`config.mk`:
```
export PLATFORM = sky130hd
export DESIGN_NAME = atm_controller_param
export DESIGN_NICKNAME = d
export VERILOG_FILES = /design/src/rtl/atm_controller_param.sv
export SDC_FILE = /design/constraint.sdc
export NUM_CORES = 1
export LEC_CHECK = 0
export BUFFER_PORTS_ARGS = -buffer_cell sky130_fd_sc_hd__buf_2
export CAP_MARGIN = 0
export CORE_MARGIN = 10
export CORE_UTILIZATION = 43
export DETAILED_ROUTE_END_ITERATION = 8
export PLACE_DENSITY = 0.68
export SLEW_MARGIN = 20
export SYNTH_ARGS = -nofsm -noshare
export SYNTH_HDL_FRONTEND = slang
export SYNTH_SLANG_ARGS = --single-unit
export TNS_END_PERCENT = 30
```
`constraint.sdc`:
```
create_clock -name clk -period 4.6 [get_ports clk]
set_input_delay 0.46 -clock clk [delete_from_list [all_inputs] [get_ports clk]]
set_output_delay 0.46 -clock clk [all_outputs]
set_load 0.01 [all_outputs]
```
`src/rtl/atm_controller_param.sv`:
```
// atm_controller_param: ATM session controller with an internal account table.
// Ports: card_in/account start a session; pin/pin_valid check or change a PIN;
// op/amount/op_valid request balance, withdraw, deposit or PIN change; cancel
// aborts; prov_* provision the table in IDLE. Outputs state, status with its
// status_valid pulse, balance, dispense/dispense_amt and eject pulses.
module atm_controller_param #(
  parameter int ACCT_W    = 5,
  parameter int PIN_W     = 4,
  parameter int BAL_W     = 8,
  parameter int AMT_W     = 8,
  parameter int NUM_ACCTS = 4,
  parameter int MAX_TRIES = 3,
  parameter int TIMEOUT   = 16
) (
  input  logic              clk,
  input  logic              rst,
  input  logic              card_in,
  input  logic [ACCT_W-1:0] account,
  input  logic [PIN_W-1:0]  pin,
  input  logic              pin_valid,
  input  logic [1:0]        op,
  input  logic [AMT_W-1:0]  amount,
  input  logic              op_valid,
  input  logic              cancel,
  input  logic              prov_we,
  input  logic [ACCT_W-1:0] prov_idx,
  input  logic [PIN_W-1:0]  prov_pin,
  input  logic [BAL_W-1:0]  prov_bal,
  output logic [2:0]        state,
  output logic [2:0]        status,
  output logic              status_valid,
  output logic [BAL_W-1:0]  balance,
  output logic              dispense,
  output logic [AMT_W-1:0]  dispense_amt,
  output logic              eject
);
  localparam int IW = NUM_ACCTS > 1 ? $clog2(NUM_ACCTS) : 1;
  localparam int TW = $clog2(MAX_TRIES + 1);
  localparam int CW = $clog2(TIMEOUT + 1);
  localparam logic [2:0] S_IDLE = 3'd0, S_WAIT = 3'd1, S_CHECK = 3'd2, S_MENU = 3'd3, S_EXEC = 3'd4;
  localparam logic [2:0] ST_OK = 3'd0, ST_BAD_PIN = 3'd1, ST_LOCKED = 3'd2, ST_INSUF = 3'd3,
                         ST_OVF = 3'd4, ST_TIMEOUT = 3'd5, ST_BAD_ACCT = 3'd6;

  logic [2:0]        state_q, state_d, status_q, status_d;
  logic              status_valid_q, status_valid_d, dispense_q, dispense_d, eject_q, eject_d;
  logic              card_prev_q;
  logic [BAL_W-1:0]  balance_q, balance_d;
  logic [AMT_W-1:0]  dispense_amt_q, dispense_amt_d, amt_q, amt_d;
  logic [1:0]        op_q, op_d;
  logic [PIN_W-1:0]  pin_q, pin_d;
  logic [IW-1:0]     acc_q, acc_d;
  logic [CW-1:0]     cnt_q, cnt_d;
  logic [PIN_W-1:0]  pin_tab_q [NUM_ACCTS];
  logic [PIN_W-1:0]  pin_tab_d [NUM_ACCTS];
  logic [BAL_W-1:0]  bal_tab_q [NUM_ACCTS];
  logic [BAL_W-1:0]  bal_tab_d [NUM_ACCTS];
  logic [TW-1:0]     tries_q [NUM_ACCTS];
  logic [TW-1:0]     tries_d [NUM_ACCTS];
  logic              lock_q [NUM_ACCTS];
  logic              lock_d [NUM_ACCTS];

  logic              abort, strobe, insert, acct_ok, prov_ok, to_hit;
  logic [IW-1:0]     ins_idx;
  logic [BAL_W-1:0]  cur_bal;
  logic [BAL_W:0]    sum;
  logic [TW-1:0]     tries_inc;
  logic [CW-1:0]     cnt_inc;

  assign strobe    = pin_valid | op_valid;
  assign insert    = card_in & ~card_prev_q;
  assign abort     = (state_q != S_IDLE) & (cancel | ~card_in);
  assign acct_ok   = {1'b0, account} < (ACCT_W+1)'(NUM_ACCTS);
  assign prov_ok   = {1'b0, prov_idx} < (ACCT_W+1)'(NUM_ACCTS);
  assign ins_idx   = account[IW-1:0];
  assign cur_bal   = bal_tab_q[acc_q];
  assign sum       = {1'b0, cur_bal} + (BAL_W+1)'(amt_q);
  assign tries_inc = tries_q[acc_q] + TW'(1);
  assign cnt_inc   = cnt_q + CW'(1);
  assign to_hit    = ~strobe & (cnt_inc == CW'(TIMEOUT));

  always_comb begin
    state_d        = state_q;
    status_d       = status_q;
    status_valid_d = 1'b0;
    dispense_d     = 1'b0;
    eject_d        = 1'b0;
    balance_d      = balance_q;
    dispense_amt_d = dispense_amt_q;
    amt_d          = amt_q;
    op_d           = op_q;
    pin_d          = pin_q;
    acc_d          = acc_q;
    pin_tab_d      = pin_tab_q;
    bal_tab_d      = bal_tab_q;
    tries_d        = tries_q;
    lock_d         = lock_q;
    // Provisioning updates the _d copy first so a same-cycle insert sees it.
    if (prov_we && prov_ok && state_q == S_IDLE) begin
      pin_tab_d[prov_idx[IW-1:0]] = prov_pin;
      bal_tab_d[prov_idx[IW-1:0]] = prov_bal;
      tries_d[prov_idx[IW-1:0]]   = '0;
      lock_d[prov_idx[IW-1:0]]    = 1'b0;
    end
    case (state_q)
      S_IDLE: if (insert) begin
        acc_d = ins_idx;
        if (!acct_ok) begin
          status_d = ST_BAD_ACCT; status_valid_d = 1'b1; eject_d = 1'b1;
        end else if (lock_d[ins_idx]) begin
          status_d = ST_LOCKED; status_valid_d = 1'b1; eject_d = 1'b1;
        end else state_d = S_WAIT;
      end
      S_WAIT:
        if (abort) begin
          eject_d = 1'b1; state_d = S_IDLE;
        end else if (pin_valid) begin
          pin_d = pin; state_d = S_CHECK;
        end else if (to_hit) begin
          status_d = ST_TIMEOUT; status_valid_d = 1'b1; eject_d = 1'b1; state_d = S_IDLE;
        end
      S_CHECK: begin
        if (abort) begin
          eject_d = 1'b1; state_d = S_IDLE;
        end else begin
          status_valid_d = 1'b1;
          if (pin_q == pin_tab_q[acc_q]) begin
            tries_d[acc_q] = '0; status_d = ST_OK; balance_d = cur_bal; state_d = S_MENU;
          end else if (tries_inc == TW'(MAX_TRIES)) begin
            lock_d[acc_q] = 1'b1; tries_d[acc_q] = '0; status_d = ST_LOCKED;
            eject_d = 1'b1; state_d = S_IDLE;
          end else begin
            tries_d[acc_q] = tries_inc; status_d = ST_BAD_PIN; state_d = S_WAIT;
          end
        end
      end
      S_MENU:
        if (abort) begin
          eject_d = 1'b1; state_d = S_IDLE;
        end else if (op_valid) begin
          op_d = op; amt_d = amount; pin_d = pin; state_d = S_EXEC;
        end else if (to_hit) begin
          status_d = ST_TIMEOUT; status_valid_d = 1'b1; eject_d = 1'b1; state_d = S_IDLE;
        end
      S_EXEC: begin
        state_d = abort ? S_IDLE : S_MENU;
        eject_d = abort;
        if (!abort) begin
          status_valid_d = 1'b1;
          status_d       = ST_OK;
          balance_d      = cur_bal;
          if (op_q == 2'b01) begin
            if (BAL_W'(amt_q) > cur_bal) status_d = ST_INSUF;
            else begin
              bal_tab_d[acc_q] = cur_bal - BAL_W'(amt_q);
              balance_d        = cur_bal - BAL_W'(amt_q);
              dispense_d       = 1'b1;
              dispense_amt_d   = amt_q;
            end
          end else if (op_q == 2'b10) begin
            if (sum[BAL_W]) status_d = ST_OVF;
            else begin
              bal_tab_d[acc_q] = sum[BAL_W-1:0];
              balance_d        = sum[BAL_W-1:0];
            end
          end else if (op_q == 2'b11) pin_tab_d[acc_q] = pin_q;
        end
      end
      default: state_d = S_IDLE;
    endcase
    // Idle counter runs only while parked in WAIT_PIN/MENU with no strobe.
    cnt_d = ((state_q == S_WAIT || state_q == S_MENU) && state_d == state_q && !strobe) ? cnt_inc : '0;
  end

  always_ff @(posedge clk or posedge rst) begin
    if (rst) begin
      state_q        <= S_IDLE;
      status_q       <= '0;
      status_valid_q <= 1'b0;
      dispense_q     <= 1'b0;
      eject_q        <= 1'b0;
      card_prev_q    <= 1'b0;
      balance_q      <= '0;
      dispense_amt_q <= '0;
      amt_q          <= '0;
      op_q           <= '0;
      pin_q          <= '0;
      acc_q          <= '0;
      cnt_q          <= '0;
      for (int i = 0; i < NUM_ACCTS; i++) begin
        pin_tab_q[i] <= '0;
        bal_tab_q[i] <= '0;
        tries_q[i]   <= '0;
        lock_q[i]    <= 1'b0;
      end
    end else begin
      state_q        <= state_d;
      status_q       <= status_d;
      status_valid_q <= status_valid_d;
      dispense_q     <= dispense_d;
      eject_q        <= eject_d;
      card_prev_q    <= card_in;
      balance_q      <= balance_d;
      dispense_amt_q <= dispense_amt_d;
      amt_q          <= amt_d;
      op_q           <= op_d;
      pin_q          <= pin_d;
      acc_q          <= acc_d;
      cnt_q          <= cnt_d;
      pin_tab_q      <= pin_tab_d;
      bal_tab_q      <= bal_tab_d;
      tries_q        <= tries_d;
      lock_q         <= lock_d;
    end
  end

  assign state        = state_q;
  assign status       = status_q;
  assign status_valid = status_valid_q;
  assign balance      = balance_q;
  assign dispense     = dispense_q;
  assign dispense_amt = dispense_amt_q;
  assign eject        = eject_q;
endmodule
```
Word-level counts from Yosys, hierarchy flattened. Cells that the tools add are included.

Bits in registers: 107. Input bits: 43. Output and inout port bits: 25.

Add/sub/neg operators: 4. Magnitude comparators: 8. Equality and inequality tests: 22. Muxes and demuxes: 121. Bitwise gates (word level): 20. Reductions and logical operators: 20.

Operators with widths (number): 32-bit 2-to-1 mux (7); 8-bit 2-to-1 mux (16); 32-bit bitwise mux (3); 16-bit 2-to-1 mux (6); 3-bit 2-to-1 mux (21); 4-bit 2-to-1 mux (13); 16-bit bitwise mux (2); 8-bit demux with 2-bit select (2); 3-bit one-hot mux with 5 select lines (2); 1-bit 2-to-1 mux (23); 2-bit 2-to-1 mux (10); 2-bit != test, second input constant (10); 8-bit AND (2); 8-bit binary-select mux with 2-bit select (1); 4-bit demux with 2-bit select (2); 8-bit inverter (2); 8-bit one-hot mux with 2 select lines (1); 5-bit by 3-bit less-than comparator with 1-bit output, second input constant (2); 8-bit by 8-bit adder with 9-bit output (1); 3-bit >= comparator, second input constant (3); 2-bit inverter with 3-bit output (3); 9-bit AND reduction (1); 4-bit binary-select mux with 2-bit select (1); 8-bit bitwise mux (1); other kinds (40) (60).

Logic depth before layout (Yosys ltp). Gate-level depths: netlist of run 1.

Depth in word-level cells: 19. Mapped depth: 16. Gate-level depth less buffers: 11.

Worst setup path after synthesis of run 1. Ideal clock, no wire load.

Path type: reg-to-reg. Start: register acc_q[0]. End: register bal_tab_q[10] (netlist bit). Setup time: 0.126 ns. Data arrival time: 3.957 ns. Slack: 0.517 ns. Stages on the path, launching flop included: 13. Buffers on the path: 5. Period minus slack after synthesis: 4.083 ns. Path through: dfrtp_1 -> clkbuf_1 -> clkbuf_1 -> buf_2 -> mux4_2 -> ha_1 -> clkbuf_1 -> or2_1 -> a221oi_1 -> o22a_1 -> clkbuf_1 -> nor2_1 -> a221o_1.

RTL lines: from (decl) (RTL line 51) `logic [IW-1:0] acc_q, acc_d;`; from (signal assigned) (RTL line 187) `acc_q <= '0;`; from (signal assigned) (RTL line 207) `acc_q <= acc_d;`; to (signal assigned) (RTL line 210) `bal_tab_q <= bal_tab_d;`; to (decl) (RTL line 55) `logic [BAL_W-1:0] bal_tab_q [NUM_ACCTS];`.

Worst setup path in the final report of run 1.
Start: register acc_q[1]. End: register balance_q[3], in the netlist balance[3].

Longest elaborated chain between the ends: 10.

Ends and longest elaborated chain: 2-bit inverter with 3-bit output (not written as such) * (RTL line 75, 126); 8-bit binary-select mux with 2-bit select (RTL line 75) `assign cur_bal = bal_tab_q[acc_q];`; 8-bit 2-to-1 mux (not written as such) (2 in series) (RTL line 75); 8-bit by 8-bit adder with 9-bit output (RTL line 76) `assign sum = {1'b0, cur_bal} + (BAL_W+1)'(amt_q);`; 8-bit 2-to-1 mux (RTL line 160) `if (sum[BAL_W]) status_d = ST_OVF;`; 8-bit 2-to-1 mux (RTL line 159) `end else if (op_q == 2'b10) begin`; 8-bit 2-to-1 mux (RTL line 151) `if (op_q == 2'b01) begin`; 8-bit 2-to-1 mux (RTL line 147) `if (!abort) begin`; 8-bit one-hot mux with 2 select lines (RTL line 104) `case (state_q)`; to (signal assigned) (RTL line 202) `balance_q <= balance_d;`; to (decl) (RTL line 47) `logic [BAL_W-1:0] balance_q, balance_d;`.

Every way passes the cells marked *; elsewhere a longest branch is shown, timed or not. The select of a mux whose other input is x is not followed. A chain may end at the register's enable or synchronous reset.

==> impl_metrics.env, run 1 <==
export IMPL_status="complete, no violations"
export IMPL_wirelength_um=19300
export IMPL_synth_edf_count=0
export IMPL_tns_ps=0
export IMPL_cts_inserted_buffers=9
export IMPL_grt_max_degree=77
export IMPL_grt_overflow=0
export IMPL_cp_required_ps=4900
export IMPL_remaining_drc_errors=0
export IMPL_crit_path_end_kind="register"
export IMPL_setup_slack_ps=472
export IMPL_io_pins=68
export IMPL_dieArea_mm2=0.0214
export IMPL_min_period_ps=4130
export IMPL_hold_class="input port to register"
export IMPL_p_per_area_mw_per_mm2=352
export IMPL_slew_violations=0
export IMPL_synth_cell_type_count=76
export IMPL_drv_cap=0
export IMPL_post_cts_resized=0
export IMPL_fp_dieW_um=146
export IMPL_antenna_found_initial=2
export IMPL_via_per_inst=5.80
export IMPL_pwr_share_clk=0.286
export IMPL_placed_area_mm2=0.00741
export IMPL_root_buffer="clkbuf_16"
export IMPL_worst_clock_skew_ps=11.1
export IMPL_ant_nets=0
export IMPL_area_growth_pct=12.5
export IMPL_htree_levels=3
export IMPL_grt_total_usage=0.178
export IMPL_coreArea_mm2=0.0157
export IMPL_postSynth_asyncResetShare=1.00
export IMPL_internal_power_uw=1760
export IMPL_clk_latency_ps=370
export IMPL_clock_sinks=107
export IMPL_criticalPathCategory="register to register"
export IMPL_cp_max_fo=17
export IMPL_ys_ff_latch=107
export IMPL_final_cell_mix="107 x dfrtp_1, 91 x nand2_1, 67 x buf_2"
export IMPL_fin_area_mm2=0.00770
export IMPL_hold_buffers=0
export IMPL_syn_nets=782
export IMPL_final_common_cell="dfrtp_1"
export IMPL_p_sw_uw=953
export IMPL_dp_hpwl_um=14200
export IMPL_wl_per_cell_um=19.4
export IMPL_max_vdd_ir_drop_mv=0.196
export IMPL_grt_pass1_wl_um=31100
export IMPL_setup_viol=0
export IMPL_tightestPinTransition_ps=962
export IMPL_max_freq_mhz=242
export IMPL_ys_seq_area_frac=0.391
export IMPL_pre_cts_ws_ps=610
export IMPL_pwr_share_seq=0.407
export IMPL_drt_pass1_iter_count=5
export IMPL_port_buffers=67
export IMPL_grt_setup_unrepaired="no"
export IMPL_synthCells=718
export IMPL_fin_hold_ws_ps=237
export IMPL_drive_gt1_frac=0.173
export IMPL_start_util=0.435
export IMPL_arrival_ps=4430
export IMPL_nFillCells=1491
export IMPL_combPwrFrac=0.307
export IMPL_hold_viol=0
export IMPL_grt_pass1_vias=5697
export IMPL_finalCritPeriodShare=0.897
export IMPL_p_total_uw=2710
export IMPL_cts_tree="built"
export IMPL_rows=46
export IMPL_start_kind="register"
export IMPL_gp_congestion=0.916
export IMPL_relSlewSlack=0.354
export IMPL_die_h_um=146
export IMPL_yosysWarnings=0
export IMPL_synth_main_ff_cell="dfrtp_1"
export IMPL_clk_pin_slew_worst_paths_ps=80
export IMPL_clk_path_buf_depth=2
export IMPL_finalNetCount=840
export IMPL_post_cts_buffers=0
export IMPL_drtIter0Drc=593
export IMPL_syn_avg_cell_area_um2=9.53
export IMPL_swShare=0.351
export IMPL_power_leakage_uw=0.00362
export IMPL_synthesis_area_mm2=0.00684
export IMPL_via_count=5791
==> worst paths after layout <==
kind	startpoint	endpoint	slack [ps]	cells past startpoint
worst max-delay path	acc_q[1]	balance[3]	470	10
worst min-delay path	card_in	card_prev_q	240	1
worst max register to register	acc_q[1]	balance[3]	470	10
worst min register to register	dispense_amt[3]	dispense_amt[3]	480	2
max in group asynchronous	rst	amt_q[5]	3310	3
min in group asynchronous	rst	pin_tab_q[4]	310	2
==> stage by stage <==
step / instances / utilization
floorplan: 718 / -
global placement: 981 / 0.471
detailed placement: 981 / 0.471
CTS: 997 / 0.490
global route: 997 / 0.490
finish: 998 / 0.490
==> area by class of cell <==
class | count | area [um2] | area share
Antenna cell | 1 | 2.50 | 0.000325
Clock buffer | 11 | 243 | 0.0315
Clock inverter | 5 | 45.0 | 0.00585
Inverter | 27 | 104 | 0.0135
Multi-Input combinational cell | 549 | 3910 | 0.508
Sequential cell | 107 | 2680 | 0.348
Tap cell | 216 | 270 | 0.0351
Timing Repair Buffer | 82 | 448 | 0.0582
==> registers in the layout, summed over array words and instances, names as in the netlist, 3 cells and up <==
register and count:
tries_q 8, balance 8, bal_tab_q 32, lock_q 4, amt_q 8, state 3, pin_tab_q 16, pin_q 4
dispense_amt 8, status 3, cnt_q 5
==> cell usage after synthesis, types with 4 or more instances <==
master / instances / share of area
dfrtp_1: 107 / 0.39
nand2_1: 91 / 0.050
mux2i_1: 64 / 0.094
nor2_1: 52 / 0.029
o21ai_0: 48 / 0.035
a21oi_1: 34 / 0.025
inv_1: 27 / 0.015
clkbuf_1: 25 / 0.014
ha_1: 19 / 0.035
nor3_1: 17 / 0.012
nand3_1: 16 / 0.012
mux4_2: 14 / 0.046
o211ai_1: 12 / 0.013
mux2_2: 11 / 0.018
nand2b_1: 11 / 0.010
nor2b_1: 11 / 0.010
o21ai_1: 11 / 0.0080
xnor2_1: 11 / 0.014
and3_1: 9 / 0.0082
a221o_1: 8 / 0.012
a22o_1: 8 / 0.010
o22ai_1: 6 / 0.0055
a221oi_1: 5 / 0.0064
and2_1: 5 / 0.0046
buf_2: 5 / 0.0037
xor2_1: 5 / 0.0064
a21o_1: 4 / 0.0044
a22oi_1: 4 / 0.0044
a2bb2oi_1: 4 / 0.0051
a32oi_1: 4 / 0.0051
o21a_1: 4 / 0.0044
==> critical path: stages (launching register included) <==
cell and delay (ps):
dfrtp_1 820, mux4_2 380, ha_1 200, inv_1 70, fa_1 450, or2_1 250, a221oi_1 510, o22ai_1 330
o21ai_1 640, a22oi_1 220, a21oi_1 180
==> metal layers <==
| metal | part of all wire | GRT usage |
|---|---|---|
| met5 | 0.0010 | 0 |
| met1 | 0.46 | 0.251 |
| met2 | 0.45 | 0.266 |
| met3 | 0.075 | 0.0439 |
| met4 | 0.015 | 0.0480 |
==> power by group through the flow <==
stage / Combinational, uW / Clock [uW] / Sequential (uW)
floorplan: 602 / 0 / 1090
global placement: 807 / 0 / 1120
CTS: 813 / 790 / 1100
detailed placement: 808 / 0 / 1120
finish: 832 / 776 / 1100
global route: 908 / 826 / 1110
==> logic make-up (layout without fill, tap and decap cells) <==
family | after synthesis | in the layout | share of synthesized area
buf+inv | 62 | 125 | 0.0377
fa+ha+maj | 21 | 21 | 0.0406
flops | 107 | 107 | 0.391
simple gates | 236 | 236 | 0.166
compound gates | 183 | 183 | 0.179
xor+xnor | 16 | 16 | 0.0205
mux | 93 | 93 | 0.165
other cells | 0 | 1 | 0
(Power assumes the default switching activity.)
==> run 2, diff against run 1 <==
- clock period: 4.6 -> 3.9 ns (I/O delays scaled with it)
==> run 2 against run 1 <==
Power rose by 25%; combinational power is 27% higher; critical endpoint is now bal_tab_q[26]; highest routed layer is now met4; die area stayed put; final cell count grew 1.7%; largest cell class unchanged; worst hold slack worse by 160 ps.
==> impl_metrics.env, run 2 (same netlist as run 1, synthesis figures left out) <==
export IMPL_ant_nets=0
export IMPL_wl_per_cell_um=19.7
export IMPL_via_per_inst=5.92
export IMPL_p_per_area_mw_per_mm2=429
export IMPL_max_freq_mhz=275
export IMPL_final_instance_count_excl_fill=1015
export IMPL_cts_tree="built"
export IMPL_grt_overflow=0
export IMPL_internal_power_uw=2240
export IMPL_tightestPinTransition_ps=763
export IMPL_hold_class="input port to asynchronous set/reset pin"
export IMPL_drive_gt1_frac=0.193
export IMPL_grt_pass1_wl_um=32600
export IMPL_final_common_cell="dfrtp_1"
export IMPL_drtIter0Drc=463
export IMPL_nFillCells=1494
export IMPL_remaining_drc_errors=0
export IMPL_antenna_found_initial=1
export IMPL_start_kind="register"
export IMPL_hold_viol=0
export IMPL_path_cells="buf_4 > mux4_2 > ha_1 > or3b_1 > nand2b_1 > o22ai_1 > buf_4 > nand2_1 > a21oi_1 > nor2_1 > a221o_1"
export IMPL_min_period_ps=3630
export IMPL_combPwrFrac=0.314
export IMPL_tns_ps=0
export IMPL_drv_cap=0
export IMPL_cp_required_ps=4140
export IMPL_arrival_ps=3880
export IMPL_crit_slowest_cell="dfrtp_1"
export IMPL_placed_area_mm2=0.00754
export IMPL_htree_levels=3
export IMPL_pwr_share_seq=0.384
export IMPL_final_cell_mix="107 x dfrtp_1, 91 x nand2_1, 67 x buf_2"
export IMPL_port_buffers=67
export IMPL_slew_violations=0
export IMPL_cp_max_fo=9
export IMPL_max_vdd_ir_drop_mv=0.258
export IMPL_die_h_um=146
export IMPL_clk_latency_ps=360
export IMPL_finalNetCount=858
export IMPL_p_total_uw=3380
export IMPL_fp_dieW_um=146
export IMPL_io_pins=68
export IMPL_power_leakage_uw=0.00372
export IMPL_root_buffer="clkbuf_16"
export IMPL_worst_clock_skew_ps=14.1
export IMPL_path_depth=11
export IMPL_grt_pass1_vias=5953
export IMPL_crit_path_end_kind="register"
export IMPL_start_util=0.435
export IMPL_crit_top_cell="buf_4"
export IMPL_cts_inserted_buffers=9
export IMPL_swShare=0.337
export IMPL_dieArea_mm2=0.0214
export IMPL_setup_viol=0
export IMPL_clk_pin_slew_worst_paths_ps=80
export IMPL_largest_reg_flops=32
export IMPL_via_count=6007
export IMPL_max_stage_delay_ps=670
export IMPL_pwr_share_clk=0.302
export IMPL_drt_pass1_iter_count=5
export IMPL_fin_area_mm2=0.00787
export IMPL_area_growth_pct=15.1
export IMPL_dp_hpwl_um=14700
export IMPL_grt_total_usage=0.187
export IMPL_criticalPathCategory="register to register"
export IMPL_path_delay_family="compound AO/OA/AOI/OAI gates"
export IMPL_rr_worst_depth=11
export IMPL_cp_num_buf_inv=2
export IMPL_regMostFlops="bal_tab_q"
export IMPL_gp_congestion=0.936
export IMPL_reg_top3="bal_tab_q (32), pin_tab_q (16)"
export IMPL_grt_setup_unrepaired="no"
export IMPL_rows=46
export IMPL_clock_sinks=107
export IMPL_relSlewSlack=0.488
export IMPL_placed_cells=999
export IMPL_status="complete, no violations"
export IMPL_wirelength_um=20000
export IMPL_coreArea_mm2=0.0157
export IMPL_p_sw_uw=1140
export IMPL_grt_max_degree=45
export IMPL_clk_path_buf_depth=2
export IMPL_finalCritPeriodShare=0.932
## run 2: path summary, 6_finish.rpt
path                                       from               to  slack (ps)
worst max-delay path                   acc_q[0]    bal_tab_q[26]         270
worst min-delay path                        rst     pin_tab_q[8]          80
worst max register to register         acc_q[0]    bal_tab_q[26]         270
worst min register to register  dispense_amt[7]  dispense_amt[7]         470
max in group asynchronous                   rst  dispense_amt[5]        2940
min in group clk                        card_in      card_prev_q         170
## run 2: what timing repair did
| action | 4_1_cts | 5_1_grt |
|---|---|---|
| resized for setup | 0 | 1 |
| hold buffers | 0 | 0 |
| endpoints found under the hold margin | 0 | 0 |
| setup endpoints to repair | 0 | 3 |
| setup buffers | 0 | 0 |
## run 2: area by class of cell
cell class | instances | area [um2] | area share
multi-input combinational | 549 | 3910 | 0.497
sequential | 107 | 2680 | 0.340
timing repair buffer | 100 | 583 | 0.0741
tap | 216 | 270 | 0.0343
clock buffer | 10 | 239 | 0.0304
inverter | 27 | 104 | 0.0132
clock inverter | 5 | 85.1 | 0.0108
antenna | 1 | 2.50 | 0.000318
## run 2: stage by stage
step | hold slack, ps | utilization | setup WS (ps)
finish | 77.2 | 0.501 | 266
CTS | 98.7 | 0.501 | 222
global placement | 457 | 0.480 | 277
floorplan | 421 | - | 129
detailed placement | 464 | 0.480 | 222
global route | 121 | 0.501 | 27.9
## run 2: power by group through the flow
stage	registers (uW)	logic, uW	clock network [uW]
after floorplan	1290	711	0
after global placement	1310	1020	0
after detailed placement	1310	1030	0
after CTS	1290	1030	1040
after global routing	1310	1150	1080
final	1300	1060	1020
## run 2: per-layer routing
layer | GRT usage | vias up | routed length [um]
li1 | - | 2779 | -
met1 | 0.253 | 2920 | 8770
met2 | 0.287 | 273 | 9140
met3 | 0.0482 | 35 | 1680
met4 | 0.0536 | 0 | 406
met5 | 0 | - | 0
